## src/rtl/sort_pkg.sv

```systemverilog
`default_nettype none
// ============================================================================
//  Module  : sort_pkg
//  Purpose : Shared constants and fill-state encoding for the sorter path
//            (frame loader and sorter FSM).
//  Ports   : none (package)
//  Rev     : 1.0  initial release
// ============================================================================
package sort_pkg;

   localparam int DATA_W    = 64;
   localparam int FRAME_LEN = 8;
   localparam int ADDR_W    = $clog2(FRAME_LEN);

   // All-ones filler sorts after every real word.
   localparam logic [DATA_W-1:0] PAD_WORD = '1;

   typedef enum logic [1:0] {
      FILL  = 2'd0,
      PAD   = 2'd1,
      STALL = 2'd2
   } fill_state_t;

endpackage
`default_nettype wire

```

## src/rtl/frame_bank.sv

```systemverilog
`default_nettype none
// ============================================================================
//  Module  : frame_bank
//  Purpose : FRAME_LEN x DATA_W frame storage, one synchronous write port and
//            one registered read port (1-cycle read latency).
//  Ports   : clk, rst        clock, sync active-high reset (read register)
//            i_we/i_waddr/i_wdata   write port
//            i_raddr/o_rdata        registered read port
//  Rev     : 1.0  initial release
// ============================================================================
module frame_bank
   import sort_pkg::*;
(
   input  logic              clk,
   input  logic              rst,
   input  logic              i_we,
   input  logic [ADDR_W-1:0] i_waddr,
   input  logic [DATA_W-1:0] i_wdata,
   input  logic [ADDR_W-1:0] i_raddr,
   output logic [DATA_W-1:0] o_rdata
);

   logic [DATA_W-1:0] r_mem [FRAME_LEN];
   logic [DATA_W-1:0] r_rdata;

   // Storage contents are don't-care after reset, so no reset on the array.
   always_ff @(posedge clk) begin
      if (i_we) begin
         r_mem[i_waddr] <= i_wdata;
      end
   end

   always_ff @(posedge clk) begin
      if (rst) begin
         r_rdata <= '0;
      end else begin
         r_rdata <= r_mem[i_raddr];
      end
   end

   assign o_rdata = r_rdata;

endmodule
`default_nettype wire

```

## src/rtl/sort_frame_loader.sv

```systemverilog
`default_nettype none
// ============================================================================
//  Module  : sort_frame_loader
//  Purpose : Packs a valid/ready word stream into FRAME_LEN-word frames held
//            in a ping-pong pair of banks; short frames are padded with
//            PAD_WORD. Completed frames are offered to the sorter through a
//            frame_valid/frame_done handshake and a registered read port.
//  Ports   : clk, rst                 clock, sync active-high reset
//            s_data/s_valid/s_last    input stream, s_ready back-pressure
//            frame_valid, frame_len   read bank holds a frame of frame_len words
//            rd_addr -> rd_data       read port, 1-cycle latency
//            frame_done               sorter releases the read bank
//  Rev     : 1.0  initial release
// ============================================================================
module sort_frame_loader
   import sort_pkg::*;
(
   input  logic              clk,
   input  logic              rst,
   input  logic [DATA_W-1:0] s_data,
   input  logic              s_valid,
   input  logic              s_last,
   output logic              s_ready,
   output logic              frame_valid,
   output logic [ADDR_W:0]   frame_len,
   input  logic [ADDR_W-1:0] rd_addr,
   output logic [DATA_W-1:0] rd_data,
   input  logic              frame_done
);

   localparam logic [ADDR_W-1:0] c_LAST_PTR = ADDR_W'(FRAME_LEN - 1);
   localparam logic [ADDR_W:0]   c_FULL_LEN = (ADDR_W + 1)'(FRAME_LEN);

   fill_state_t       r_state, w_state_n;
   logic [ADDR_W-1:0] r_wr_ptr, w_wr_ptr_n;
   logic              r_wr_bank, w_wr_bank_n;
   logic              r_rd_bank, w_rd_bank_n;
   logic              r_rd_sel;
   logic [1:0]        r_full, w_full_n;
   logic [ADDR_W:0]   r_len [2];
   logic [ADDR_W:0]   w_len_n [2];
   logic [ADDR_W:0]   r_pad_len, w_pad_len_n;
   logic [ADDR_W:0]   w_close_len;
   logic              r_frame_valid;
   logic [ADDR_W:0]   r_frame_len;
   logic              r_rst_d;
   logic              w_accept, w_done, w_close, w_we;
   logic [DATA_W-1:0] w_wdata;
   logic [DATA_W-1:0] w_q [2];

   // Held low for one extra cycle after reset releases.
   assign s_ready  = (r_state == FILL) && !r_rst_d && !rst;
   assign w_accept = s_valid && s_ready;
   // A release is only meaningful while a frame is actually presented.
   assign w_done   = frame_done && r_frame_valid;

   always_comb begin
      w_state_n   = r_state;
      w_wr_ptr_n  = r_wr_ptr;
      w_wr_bank_n = r_wr_bank;
      w_rd_bank_n = r_rd_bank;
      w_full_n    = r_full;
      w_len_n     = r_len;
      w_pad_len_n = r_pad_len;
      w_we        = 1'b0;
      w_wdata     = s_data;
      w_close     = 1'b0;
      w_close_len = r_pad_len;

      case (r_state)
         FILL: begin
            if (w_accept) begin
               w_we       = 1'b1;
               w_wr_ptr_n = r_wr_ptr + ADDR_W'(1);
               if (r_wr_ptr == c_LAST_PTR) begin
                  w_close     = 1'b1;
                  w_close_len = c_FULL_LEN;
               end else if (s_last) begin
                  w_state_n   = PAD;
                  w_pad_len_n = {1'b0, r_wr_ptr} + (ADDR_W + 1)'(1);
               end
            end
         end
         PAD: begin
            w_we       = 1'b1;
            w_wdata    = PAD_WORD;
            w_wr_ptr_n = r_wr_ptr + ADDR_W'(1);
            if (r_wr_ptr == c_LAST_PTR) begin
               w_close = 1'b1;
            end
         end
         STALL: begin
            // Resolved below once this cycle's release is known.
         end
         default: begin
            w_state_n = FILL;
         end
      endcase

      // Release is applied first so a close in the same cycle sees the
      // freed bank and avoids a stall.
      if (w_done) begin
         w_full_n[r_rd_bank] = 1'b0;
         w_rd_bank_n         = !r_rd_bank;
      end

      if (w_close) begin
         w_full_n[r_wr_bank] = 1'b1;
         w_len_n[r_wr_bank]  = w_close_len;
         w_wr_bank_n         = !r_wr_bank;
         w_state_n           = w_full_n[!r_wr_bank] ? STALL : FILL;
      end

      if ((r_state == STALL) && !w_full_n[r_wr_bank]) begin
         w_state_n = FILL;
      end
   end

   always_ff @(posedge clk) begin
      if (rst) begin
         r_state       <= FILL;
         r_wr_ptr      <= '0;
         r_wr_bank     <= 1'b0;
         r_rd_bank     <= 1'b0;
         r_rd_sel      <= 1'b0;
         r_full        <= '0;
         r_len         <= '{default: '0};
         r_pad_len     <= '0;
         r_frame_valid <= 1'b0;
         r_frame_len   <= '0;
         r_rst_d       <= 1'b1;
      end else begin
         r_state       <= w_state_n;
         r_wr_ptr      <= w_wr_ptr_n;
         r_wr_bank     <= w_wr_bank_n;
         r_rd_bank     <= w_rd_bank_n;
         r_rd_sel      <= r_rd_bank;
         r_full        <= w_full_n;
         r_len         <= w_len_n;
         r_pad_len     <= w_pad_len_n;
         r_rst_d       <= 1'b0;
         // The read bank's length cannot change while it is full, so this
         // keeps frame_len stable for the whole presentation.
         r_frame_valid <= w_full_n[w_rd_bank_n];
         if (w_full_n[w_rd_bank_n]) begin
            r_frame_len <= w_len_n[w_rd_bank_n];
         end
      end
   end

   for (genvar gi = 0; gi < 2; gi++) begin : g_bank
      frame_bank u_bank (
         .clk     (clk),
         .rst     (rst),
         .i_we    (w_we && (r_wr_bank == 1'(gi))),
         .i_waddr (r_wr_ptr),
         .i_wdata (w_wdata),
         .i_raddr (rd_addr),
         .o_rdata (w_q[gi])
      );
   end

   // Select follows the bank that owned the read when the address was
   // sampled, so a release does not redirect an in-flight read.
   assign rd_data     = r_rd_sel ? w_q[1] : w_q[0];
   assign frame_valid = r_frame_valid;
   assign frame_len   = r_frame_len;

endmodule
`default_nettype wire

```

## config.mk

```make
export PLATFORM = sky130hd
export DESIGN_NAME = sort_frame_loader
export DESIGN_NICKNAME = d
export VERILOG_FILES = /design/src/rtl/sort_pkg.sv /design/src/rtl/frame_bank.sv /design/src/rtl/sort_frame_loader.sv
export SDC_FILE = /design/constraint.sdc
export NUM_CORES = 1
export LEC_CHECK = 0
export CAP_MARGIN = 10
export CORE_UTILIZATION = 55
export CTS_BUF_LIST = sky130_fd_sc_hd__clkbuf_4
export DETAILED_ROUTE_END_ITERATION = 10
export PLACE_DENSITY = 0.73
export SLEW_MARGIN = 10
export SYNTH_ARGS = -nofsm -noshare
export SYNTH_HDL_FRONTEND = slang
export SYNTH_SLANG_ARGS = --single-unit
```

## constraint.sdc

```tcl
create_clock -name clk -period 26.8 [get_ports clk]
set_input_delay 4.02 -clock clk [delete_from_list [all_inputs] [get_ports clk]]
set_output_delay 4.02 -clock clk [all_outputs]
set_load 0.1 [all_outputs]
```

### Word-level counts from Yosys, hierarchy flattened

Memory sizes are Yosys's and may differ from the RTL's. A register that Yosys moved wholly into a read port is not among the register bits.
Cells that the tools add are included.

| cells by class | value |
|---|---|
| add/sub/neg operators | 2 |
| $lt $le $gt $ge | 9 |
| equality and inequality tests | 8 |
| multiplexer cells | 43 |
| bitwise operators | 7 |
| reductions and logical operators | 22 |

Operators by type and width:

| kind | count |
|---|---|
| $mux W64 | 2 |
| $mux W4 | 7 |
| $mux W1 | 17 |
| $mux W2 | 7 |
| $logic_and A1 B1 Y1 | 10 |
| $ne A3 B3 Y1 const B | 3 |
| $bwmux W8 | 1 |
| $lt A1 B2 Y1 const B | 4 |
| $mux W8 | 1 |
| $reduce_and A4 Y1 | 2 |
| $pmux W3 S2 | 1 |
| $logic_not A1 Y1 | 5 |
| $add A3 B1 Y4 const B | 1 |
| $demux W4 S1 | 1 |
| $ge A2 B2 Y1 const B | 2 |
| $not A1 Y2 | 2 |
| $pmux W1 S2 | 2 |
| $pmux W2 S2 | 1 |
| $reduce_or A2 Y1 | 2 |
| $add A3 B1 Y3 const B | 1 |
| $eq A3 B3 Y1 const B | 1 |
| $mux W3 | 1 |
| $and A2 B2 Y2 | 1 |
| $demux W1 S1 | 2 |
| 12 further kinds | 14 |

| word-level totals | value |
|---|---|
| register bits after elaboration | 28 |
| bits in writable memories | 1,024 |
| input bits | 72 |
| output and inout bits | 70 |
| word-level logic and storage cells | 105 |
| memories kept | 2 |

Memory list:

| name | words | bits a word | rd ports | clocked after memory_dff | write ports | line | text |
|---|---|---|---|---|---|---|---|
| g_bank[0].u_bank.r_mem | 8 | 64 | 1 | 1 | 1 | frame_bank.sv:23 | `logic [DATA_W-1:0] r_mem [FRAME_LEN];` |
| g_bank[1].u_bank.r_mem | 8 | 64 | 1 | 1 | 1 | frame_bank.sv:23 |  |

### Depth between registers and ports, before layout

Gate-level depths: netlist (run 1).

| logic depth | value |
|---|---|
| word-level depth | 14 |
| depth in mapped cells | 8 |
| mapped depth without buffers | 7 |

### Modules after synthesis

A second synthesis (run 1) with hierarchy kept.

| unflattened totals | value |
|---|---|
| cells, all modules | 2,064 |
| area, all modules | 43,998.4 µm² |

By module, submodules not included:

| module | instances | cells an instance | area each (µm²) | seq. area each (µm²) |
|---|---|---|---|---|
| frame_bank | 2 | 887 | 20,754.9 | 16,656.0 |
| sort_frame_loader | 1 | 290 | 2,488.6 | 560.5 |

### Least setup slack after synthesis (run 1)

OpenSTA, ideal clock, no wires.

| timing path | value |
|---|---|
| path type | input-to-reg |
| start | in rst |
| end | mem g_bank[1].u_bank.r_mem[0][0], enable pin |
| library setup time | 0.645 ns |
| arrival | 10.896 ns |
| data required time | 26.155 ns |
| path slack | 15.259 ns |
| stages | 5 |
| buffers on the path | 2 |
| cell sequence | buf_2 nor4bb_4 buf_6 o21ai_1 nor4_1 |

| on the way | value |
|---|---|
| longest elaborated chain between the ends | 8 |

Ends and longest elaborated chain:

| element | line | text |
|---|---|---|
| start, declared | sort_frame_loader.sv:19 | `input logic rst,` |
| $logic_not A1 Y1 | sort_frame_loader.sv:52 | `assign s_ready = (r_state == FILL) && !r_rst_d && !rst;` |
| $logic_and A1 B1 Y1 | sort_frame_loader.sv:52 |  |
| $logic_and A1 B1 Y1 | sort_frame_loader.sv:53 | `assign w_accept = s_valid && s_ready;` |
| $mux W1 | sort_frame_loader.sv:72 | `if (w_accept) begin` |
| $pmux W1 S2 | sort_frame_loader.sv:70 | `case (r_state)` |
| $logic_and A1 B1 Y1 | sort_frame_loader.sv:155 | `.i_we (w_we && (r_wr_bank == 1'(gi))),` |
| $mux W1 | frame_bank.sv:28 | `if (i_we) begin` |
| $mux W1 (not written as such) | frame_bank.sv:29 | `r_mem[i_waddr] <= i_wdata;` |
| end, declared | frame_bank.sv:23 |  |

Every way passes these cells.

### Final worst setup path (run 1)

| timing path | value |
|---|---|
| start | in rst |
| end | out s_ready |

| on the way | value |
|---|---|
| longest elaborated chain between the ends | 2 |

Ends and longest elaborated chain:

| element | line | text |
|---|---|---|
| $logic_not A1 Y1 | sort_frame_loader.sv:52 |  |
| $logic_and A1 B1 Y1 | sort_frame_loader.sv:52 |  |
| end, declared | sort_frame_loader.sv:23 | `output logic s_ready,` |

Every way passes these cells.

==> results of run 1 <==
-- logic make-up after synthesis --
logic type,Yosys count,share of synthesized area
flops,1180,0.7737
mux,455,0.1791
simple gates,258,0.02812
buf+inv,118,0.01115
compound gates,35,0.005944
fa+ha+maj,5,0.001429
xor+xnor,3,0.0006002
-- routing by layer --
metal | track usage | wire, um
met5 | 0 | 0
met4 | 0.08212 | 1996
met3 | 0.04872 | 5592
met2 | 0.3738 | 45140
met1 | 0.2992 | 36400
-- path summary, 6_finish.rpt --
kind                        startpoint                                       to  slack (ps)  cells after the start
min          frame_len[2]$_SDFFE_PP0P_                frame_len[2]$_SDFFE_PP0P_         480                      1
min reg2reg  frame_len[2]$_SDFFE_PP0P_                frame_len[2]$_SDFFE_PP0P_         480                      1
max                                rst                                  s_ready       16840                      3
max reg2reg    r_state[1]$_SDFFE_PP0P_  g_bank[1].u_bank.r_mem[5][18]$_DFFE_PP_       22780                      7
-- Yosys cell counts, types with 4 or more instances --
| master | number | area (um2) |
|---|---|---|
| edfxtp_1 | 1024 | 30750 |
| mux4_2 | 256 | 5766 |
| dfxtp_1 | 156 | 3123 |
| nor2_1 | 152 | 570.6 |
| mux2i_1 | 132 | 1321 |
| mux2_2 | 67 | 754.5 |
| or2_2 | 64 | 400.4 |
| clkbuf_1 | 59 | 221.5 |
| buf_2 | 30 | 150.1 |
| buf_1 | 19 | 71.32 |
| inv_1 | 9 | 33.78 |
| nand2_1 | 9 | 33.78 |
| nor3_1 | 9 | 45.04 |
| a21oi_1 | 7 | 35.03 |
| a22oi_1 | 7 | 52.55 |
| nand2b_1 | 7 | 43.79 |
| ha_1 | 5 | 62.56 |
| nand3_1 | 5 | 25.02 |
| a32o_1 | 4 | 40.04 |
-- power by group --
| part | internal, mW | switching, mW |
|---|---|---|
| logic | 0.0783 | 0.138 |
| clock network | 0.788 | 0.675 |
| registers | 2.02 | 0.00512 |
| total | 2.89 | 0.819 |
-- cells in the final DEF (no fill, tap or decap), drive strengths merged, types with 2 or more instances in the layout --
cell / netlist / layout
mux4: 256 / 256
ha: 5 / 5
clkbuf: 59 / 461
a21boi: 2 / 2
buf: 50 / 45
diode: 0 / 2
nor3: 9 / 9
o21ai: 4 / 4
nand2b: 7 / 7
a311oi: 2 / 2
mux2i: 132 / 132
nor2b: 2 / 2
a21oi: 7 / 7
nor4: 2 / 2
inv: 9 / 13
or2: 64 / 64
nand2: 9 / 9
edfxtp: 1024 / 1024
nor2: 152 / 152
clkinv: 0 / 61
dfxtp: 156 / 156
mux2: 67 / 67
nand3b: 3 / 3
xor2: 2 / 2
nand3: 5 / 5
a22oi: 7 / 7
clkdlybuf4s50: 0 / 137
o211ai: 2 / 2
a32o: 4 / 4
-- state kept, by name (all words and copies together) (netlist names) --
register / count
r_full: 2
frame_len: 4
r_wr_ptr: 3
r_len: 8
r_pad_len: 4
r_rd_sel: 1
frame_valid: 1
r_state: 2
r_wr_bank: 1
g_bank.u_bank.r_mem: 1024
g_bank.u_bank.o_rdata: 128
r_rd_bank: 1
r_rst_d: 1
-- cell type report --
cell class	count	share of cell area
multi-input cells	756	0.1897
inverters	9	0.0006722
repair buffers	184	0.03511
well taps	1050	0.02614
diodes	2	0.00009959
clock inverters	66	0.005652
flip-flops and latches	1180	0.6741
clock buffers	459	0.06857
-- stage by stage --
step	area (um2)	total power [mW]	setup slack, ps	std cells	util
4_1_cts	50250	3.750	16780	3704	0.6371
3_5_place_dp	46520	2.284	16780	3179	0.5898
2_1_floorplan	43780	2.223	15260	2054	-
5_1_grt	50250	3.855	16740	3705	0.6371
6_report	50250	3.705	16840	3706	0.6372
3_3_place_gp	46520	2.278	16710	3179	0.5898
-- worst reg2reg max path: cells and delay by family (launching register included) --
| family | cells | cell delay, ps |
|---|---|---|
| AOI/OAI and AO/OA | 1 | 520 |
| adders and majority gates | 1 | 230 |
| buffers and inverters | 3 | 1260 |
| DFF | 1 | 330 |
| and+or+nand+nor | 2 | 1240 |
==> reports/qor.csv, run 1 <==
metric;value;unit
outcome;finished clean;
fmax;100.4;MHz
critical_path_arrival;5940;ps
worstSetupEndpointType;output pin;
dr.first_iter.drc_count;1740;
slew_viol_final;0;
grtUsageTotal;0.2265;
min_period;9961;ps
cp_cell_sequence;clkbuf_8, nor3_1, clkdlybuf4s50_1;
powerDensity;73.72;mW/mm2
numCtsBuffers;303;
synth-seq-area-share;0.7737;
die_h;284.1;um
ys_types;44;
drt_first_pass_iters;5;
port_buffers;141;
grt_first_pass_wirelength;134900;um
fp.dieArea;0.08074;mm2
wl_per_cell;24.05;um
max_cap_viol_count;0;
syn_area;0.04378;mm2
antenna_found_initial;1;
cts_hold_buf;0;
slowest_delay;1180;ps
rsz0062_at_grt;false;
hold_path_class;reg -> reg;
final_nets;2511;
min_period_over_period;0.3717;
clock_latency;1100;ps
multiInputGateArea;0.009532;mm2
clk_pin_slew;60;ps
path_max_fanout;113;
crit_family;buffers and inverters;
syn_inst;2054;
async_flop_share;0;
grt-ovfl-total;0;
fill_cells;5430;
setup_viol;0;
cts_resized;0;
p_leak;17.03;nW
synth_edf_count;1024;
cp_slowest_cell;clkdlybuf4s50_1;
grt_pass1_vias;23000;
timing.critical_path.buf_inv;2;
avgSynthCellArea;21.32;um2
hold_viol_final;0;
ant_nets;0;
post-cts-setup-buffer-count;0;
critPathKind;in -> out;
htree_levels;5;
synth_ff_type;edfxtp_1;
syn_to_final_growth;14.78;%
ys_warn_count;0;
ir_drop;58.72;uV
tns;0;ps
ios;142;
die_w;284.1;um
synth-seq-cells;1180;
core-area;0.07887;mm2
synth_nets;2131;
drive_gt1_frac;0.3485;
routed_wl;89130;um
clockBufferDepth;4;
finClkSkew;85.85;ps
worst_hold_slack;483.3;ps
drc;0;
worstSetupStartpointType;input port;
tightest_slew;1161;ps
clock_sinks;1180;
dp_hpwl;44250;um
cp.required;22780;ps
cts_tree;done;
gp_congestion;0.7320;
num_rows;103;
start_util;0.5551;
cts_root_buffer;clkbuf_4;
via_per_inst;5.746;
max_slew_margin;0.2206;
grt_max_degree;157;
seqCellArea;0.03388;mm2
vias;21290;
(Power assumes the default switching activity.)
==> run 2: changes to the inputs <==
==> constraint.sdc (replaced) <==
create_clock -name clk -period 9.2 [get_ports clk]
set_input_delay 1.38 -clock clk [delete_from_list [all_inputs] [get_ports clk]]
set_output_delay 1.38 -clock clk [all_outputs]
set_load 0.1 [all_outputs]
==> reports/qor.csv, run 2 (synthesis gave the netlist of run 1 again) <==
metric;value;unit;change
outcome;finished clean;;unchanged
grt_first_pass_wirelength;132400;um;was 134900 um
ios;142;;unchanged
hold_viol_final;0;;unchanged
largest_reg_flops;1024;;unchanged
start_util;0.5551;;unchanged
clockBufferDepth;4;;unchanged
grtUsageTotal;0.2186;;was 0.2265
vias;21120;;was 21290
cts_hold_buf;0;;unchanged
die_h;284.1;um;unchanged
slew_viol_final;0;;unchanged
cts_root_buffer;clkbuf_4;;unchanged
post-cts-setup-buffer-count;0;;unchanged
cp.required;7820;ps;was 22780 ps
dr.first_iter.drc_count;1448;;was 1740
swShare;0.2178;;was 0.2209
port_buffers;141;;unchanged
critical_path_arrival;3870;ps;was 5940 ps
reg2regPathDepth;5;;was 7
dp_hpwl;43930;um;was 44250 um
setup_viol;0;;unchanged
path_max_fanout;41;;was 113
drt_first_pass_iters;5;;unchanged
placedCellCount;3165;;was 3179
clock_latency;1090;ps;was 1100 ps
final_nets;2498;;was 2511
tightest_slew;1242;ps;was 1161 ps
finClkSkew;81.41;ps;was 85.85 ps
ir_drop;149.2;uV;was 58.72 uV
hold_path_class;reg -> reg;;unchanged
die_w;284.1;um;unchanged
fp.dieArea;0.08074;mm2;unchanged
min_path_cells;1;;unchanged
max_cap_viol_count;0;;unchanged
pwr-share-comb;0.058;;about the same
mostFrequentLayoutCell;edfxtp_1;;unchanged
cts_tree;done;;unchanged
internal_power;8.521;mW;was 2.886 mW
pwr-share-clk;0.400;;was 0.395
core-area;0.07887;mm2;unchanged
drive_gt1_frac;0.3497;;was 0.3485
critPathKind;reg -> out;;was in -> out
switchingPower;2.373;mW;was 0.8186 mW
numCtsBuffers;304;;was 303
seqPwrFrac;0.542;;was 0.547
drc;0;;unchanged
p_leak;17.01;nW;was 17.03 nW
cts_resized;0;;unchanged
holdPathEnd;frame_len[0]$_SDFFE_PP0P_;;was frame_len[2]$_SDFFE_PP0P_
powerDensity;216.8;mW/mm2;was 73.72 mW/mm2
syn_to_final_growth;14.77;%;was 14.78%
grt-ovfl-total;0;;unchanged
worstHoldStart;frame_len[0]$_SDFFE_PP0P_;;was frame_len[2]$_SDFFE_PP0P_
fmax;190.4;MHz;
grt_max_degree;151;;was 157
ant_nets;0;;unchanged
routed_wl;85450;um;was 89130 um
worstSetupEndpointType;output pin;;unchanged
num_rows;103;;unchanged
tns;0;ps;unchanged
rsz0062_at_grt;false;;unchanged
r2r_end;g_bank[1].u_bank.r_mem[7][10]$_DFFE_PP_;;was g_bank[1].u_bank.r_mem[5][18]$_DFFE_PP_
final_cell_mix;edfxtp_1 (1024), clkbuf_4 (467), mux4_2 (256);;was edfxtp_1 (1024), clkbuf_4 (459), mux4_2 (256)
clock_sinks;1180;;unchanged
clk_pin_slew;60;ps;about the same
htree_levels;5;;unchanged
final_cells;3685;;was 3706
wl_per_cell;23.19;um;was 24.05 um
gp_congestion;0.7510;;was 0.7320
antenna_found_initial;2;;was 1
min_period_over_period;0.5709;;
r2r_start;r_state[1]$_SDFFE_PP0P_;;unchanged
via_per_inst;5.731;;was 5.746
max_slew_margin;0.1719;;was 0.2206
grt_pass1_vias;22920;;was 23000
max_flop_register;g_bank.u_bank.r_mem;;unchanged
r2r_setup_slack;5340;ps;was 22780 ps
worstSetupStartpointType;flip-flop;;was input port
min_period;5253;ps;
[run 2: power groups by stage]
stage	combinational [mW]	clock [mW]	sequential, mW
after floorplan	0.464	0	6.01
after global placement	0.630	0	6.02
after detailed placement	0.644	0	6.02
after CTS	0.645	4.48	5.90
after global routing	0.676	4.76	5.90
final	0.634	4.36	5.90
[run 2: per-stage QoR]
step / setup slack, ps / hold slack, ps / utilization / total power, mW / area [um2]
after detailed placement: 4071 / 469.9 / 0.5888 / 6.662 / 46440
after floorplan: 299.1 / 446.8 / - / 6.476 / 43780
final: 3947 / 483.3 / 0.6371 / 10.89 / 50250
after CTS: 3772 / 489.8 / 0.6371 / 11.03 / 50250
after global routing: 3757 / 506.7 / 0.6371 / 11.34 / 50250
after global placement: 4155 / 463.3 / 0.5888 / 6.645 / 46440
[run 2: worst max path at each step]
| stage | start | to | slack (ps) | depth (start not counted) |
|---|---|---|---|---|
| 3_3_place_gp | s_valid | g_bank[1].u_bank.r_mem[6][48]$_DFFE_PP_ | 4150 | 5 |
| 3_5_place_dp | s_valid | g_bank[1].u_bank.r_mem[6][45]$_DFFE_PP_ | 4070 | 5 |
| 2_1_floorplan | rst | g_bank[1].u_bank.r_mem[0][0]$_DFFE_PP_ | 300 | 5 |
| 5_1_grt | r_rd_sel$_SDFF_PP0_ | rd_data[6] | 3760 | 3 |
| 6_report | r_rd_sel$_SDFF_PP0_ | rd_data[6] | 3950 | 3 |
| 4_1_cts | r_rd_sel$_SDFF_PP0_ | rd_data[6] | 3770 | 3 |
[run 2: per-layer routing]
layer  part of all wire  global-route usage  up-vias  wire length [um]
met1               0.41              0.2900    11030             34860
met3              0.063             0.04912      113              5423
met2               0.51              0.3610      741             43820
met4              0.016             0.07218        0              1345
li1                   -                   -     9232                 -
met5                  0                   0        -                 0
[run 2: cell type report]
type / instances / area (um2)
diodes: 1 / 2.502
well taps: 1050 / 1314
inverters: 9 / 33.78
clock inverters: 52 / 305.3
fillers: 5418 / 28620
multi-input cells: 756 / 9532
repair buffers: 170 / 1682
clock buffers: 467 / 3506
flip-flops and latches: 1180 / 33880
[run 2: critical path, stage by stage (launching register included)]
cell	delay, ps
dfxtp_4	610
buf_4	670
mux2_2	380
clkdlybuf4s50_1	1160
==> run 3: changes to the inputs <==
==> constraint.sdc (replaced) <==
create_clock -name clk -period 4.96 [get_ports clk]
set_input_delay 0.744 -clock clk [delete_from_list [all_inputs] [get_ports clk]]
set_output_delay 0.744 -clock clk [all_outputs]
set_load 0.1 [all_outputs]
==> reports/qor.csv, run 3 (synthesis gave the netlist of run 1 again) <==
metric;value;unit;change
outcome;finished clean;;unchanged
cp.required;4220;ps;was 7820 ps
cts_tree;done;;unchanged
cts_root_buffer;clkbuf_4;;unchanged
drive_gt1_frac;0.3448;;was 0.3497
post-cts-setup-buffer-count;0;;unchanged
dp_hpwl;46570;um;was 43930 um
port_buffers;141;;unchanged
p_leak;17.02;nW;was 17.01 nW
critical_path_arrival;3720;ps;was 3870 ps
htree_levels;5;;unchanged
fill_cells;5315;;was 5418
drc;0;;unchanged
seqPwrFrac;0.547;;was 0.542
hold_path_class;in -> reg;;was reg -> reg
slew_viol_final;0;;unchanged
worstSetupStartpointType;flip-flop;;unchanged
clockBufferDepth;4;;unchanged
startpoint;r_rd_sel$_SDFF_PP0_;;unchanged
wl_per_cell;23.64;um;was 23.19 um
dpl_cell_area;0.04668;mm2;was 0.04644 mm2
fmax;223.8;MHz;
grt_use_met2;0.3619;;was 0.3610
path_max_fanout;54;;was 41
power;20.02;mW;was 10.89 mW
reg2regPathDepth;6;;was 5
critPathKind;reg -> out;;unchanged
die_w;284.1;um;unchanged
ir_drop;249.3;uV;was 149.2 uV
final_nets;2511;;was 2498
seqCellArea;0.03388;mm2;unchanged
clock_latency;1090;ps;about the same
grt_pass1_vias;23200;;was 22920
die_h;284.1;um;unchanged
postLayoutCellArea;0.05038;mm2;was 0.05025 mm2
fp.dieArea;0.08074;mm2;unchanged
r2r_end;g_bank[1].u_bank.r_mem[1][30]$_DFFE_PP_;;was g_bank[1].u_bank.r_mem[7][10]$_DFFE_PP_
grt_max_degree;101;;was 151
placedCellCount;3175;;was 3165
multiInputGateArea;0.009549;mm2;was 0.009532 mm2
max_cap_viol_count;0;;unchanged
routed_wl;87210;um;was 85450 um
largest_reg_flops;1024;;unchanged
clk_pin_slew;60;ps;about the same
cts_hold_buf;1;;was 0
internal_power;15.60;mW;was 8.521 mW
via_per_inst;5.739;;was 5.731
rsz0062_at_grt;false;;unchanged
r2r_start;r_state[1]$_SDFFE_PP0P_;;unchanged
pwr-share-clk;0.393;;was 0.400
final_cells;3689;;was 3685
ant_nets;0;;unchanged
clock_sinks;1180;;unchanged
antenna_found_initial;6;;was 2
setup_viol;0;;unchanged
tns;0;ps;unchanged
grtUsageTotal;0.2227;;was 0.2186
max_flop_register;g_bank.u_bank.r_mem;;unchanged
grt_first_pass_wirelength;133700;um;was 132400 um
max_slew_margin;0.1916;;was 0.1719
gp_congestion;0.7256;;was 0.7510
final_cell_mix;edfxtp_1 (1024), clkbuf_4 (440), mux4_2 (256);;was edfxtp_1 (1024), clkbuf_4 (467), mux4_2 (256)
busiest_layer;met2;;unchanged
met1_usage;0.2931;;was 0.2900
mostFrequentLayoutCell;edfxtp_1;;unchanged
vias;21170;;was 21120
use_met3;0.06228;;was 0.04912
hold_viol_final;0;;unchanged
grt-ovfl-total;0;;unchanged
endpoint;rd_data[16];;was rd_data[6]
pwr-share-comb;0.060;;was 0.058
worstSetupEndpointType;output pin;;unchanged
min_period;4468;ps;
drt_first_pass_iters;5;;unchanged
num_rows;103;;unchanged
start_util;0.5551;;unchanged
dr.first_iter.drc_count;1880;;was 1448
powerDensity;397.4;mW/mm2;was 216.8 mW/mm2
core-area;0.07887;mm2;unchanged
cts_resized;0;;unchanged
tightest_slew;1210;ps;was 1242 ps
r2r_setup_slack;1420;ps;was 5340 ps
switchingPower;4.417;mW;was 2.373 mW
swShare;0.2206;;was 0.2178
min_period_over_period;0.9007;;
ios;142;;unchanged
syn_to_final_growth;15.06;%;was 14.77%
numCtsBuffers;306;;was 304
finClkSkew;70.12;ps;was 81.41 ps
min_path_cells;4;;was 1
-- run 3: cell types whose count changed in the layout (fill, tap and decap cells not counted), moves of 2 or more --
cell,change
buf_12,+12
buf_4,-2
clkbuf_4,-27
clkinv_1,+13
clkinv_2,+3
diode_2,+2
inv_2,+2
nor4_2,-2
nor4_4,+2
-- run 3: worst max-delay path: stages (launching register included) --
cell	delay [ps]
dfxtp_4	910
buf_4	340
mux2_2	360
clkdlybuf4s50_1	970
-- run 3: routing by layer --
layer,vias up,wire length [um]
met5,-,8
met4,2,1565
met3,120,6562
met2,830,43650
met1,10970,35420
li1,9250,-
-- run 3: power groups by stage --
stage	combinational, mW	clock (mW)	sequential (mW)
6_report	1.20	7.87	11.0
5_1_grt	1.28	8.64	11.0
4_1_cts	1.22	8.09	11.0
3_5_place_dp	1.22	0	11.2
3_3_place_gp	1.19	0	11.2
2_1_floorplan	0.861	0	11.1
-- run 3: how the worst min path moves through the flow --
stage / from / end / slack, ps
after global routing: s_last / r_pad_len[3]$_SDFFE_PP0P_ / 350
after global placement: r_len[3]$_SDFF_PP0_ / r_len[3]$_SDFF_PP0_ / 470
after floorplan: r_len[3]$_SDFF_PP0_ / r_len[3]$_SDFF_PP0_ / 450
final: frame_done / r_full[1]$_SDFF_PP0_ / 440
after CTS: frame_done / r_full[1]$_SDFF_PP0_ / 310
after detailed placement: frame_len[2]$_SDFFE_PP0P_ / frame_len[2]$_SDFFE_PP0P_ / 480
-- run 3: cell type report --
type                    count  area share
multi-input cells         756      0.1896
clock inverters            70    0.007476
flip-flops and latches   1180      0.6725
well taps                1050     0.02608
diodes                      3   0.0001490
clock buffers             440     0.06557
repair buffers            181     0.03805
inverters                   9   0.0006706
-- run 3: through the flow --
stage	setup slack, ps	hold slack [ps]	utilization
floorplan	-1576	446.8	-
global placement	1009	466.0	0.5919
detailed placement	891.0	475.4	0.5919
CTS	273.8	312.4	0.6386
global route	199.0	346.2	0.6387
finish	492.5	438.1	0.6387
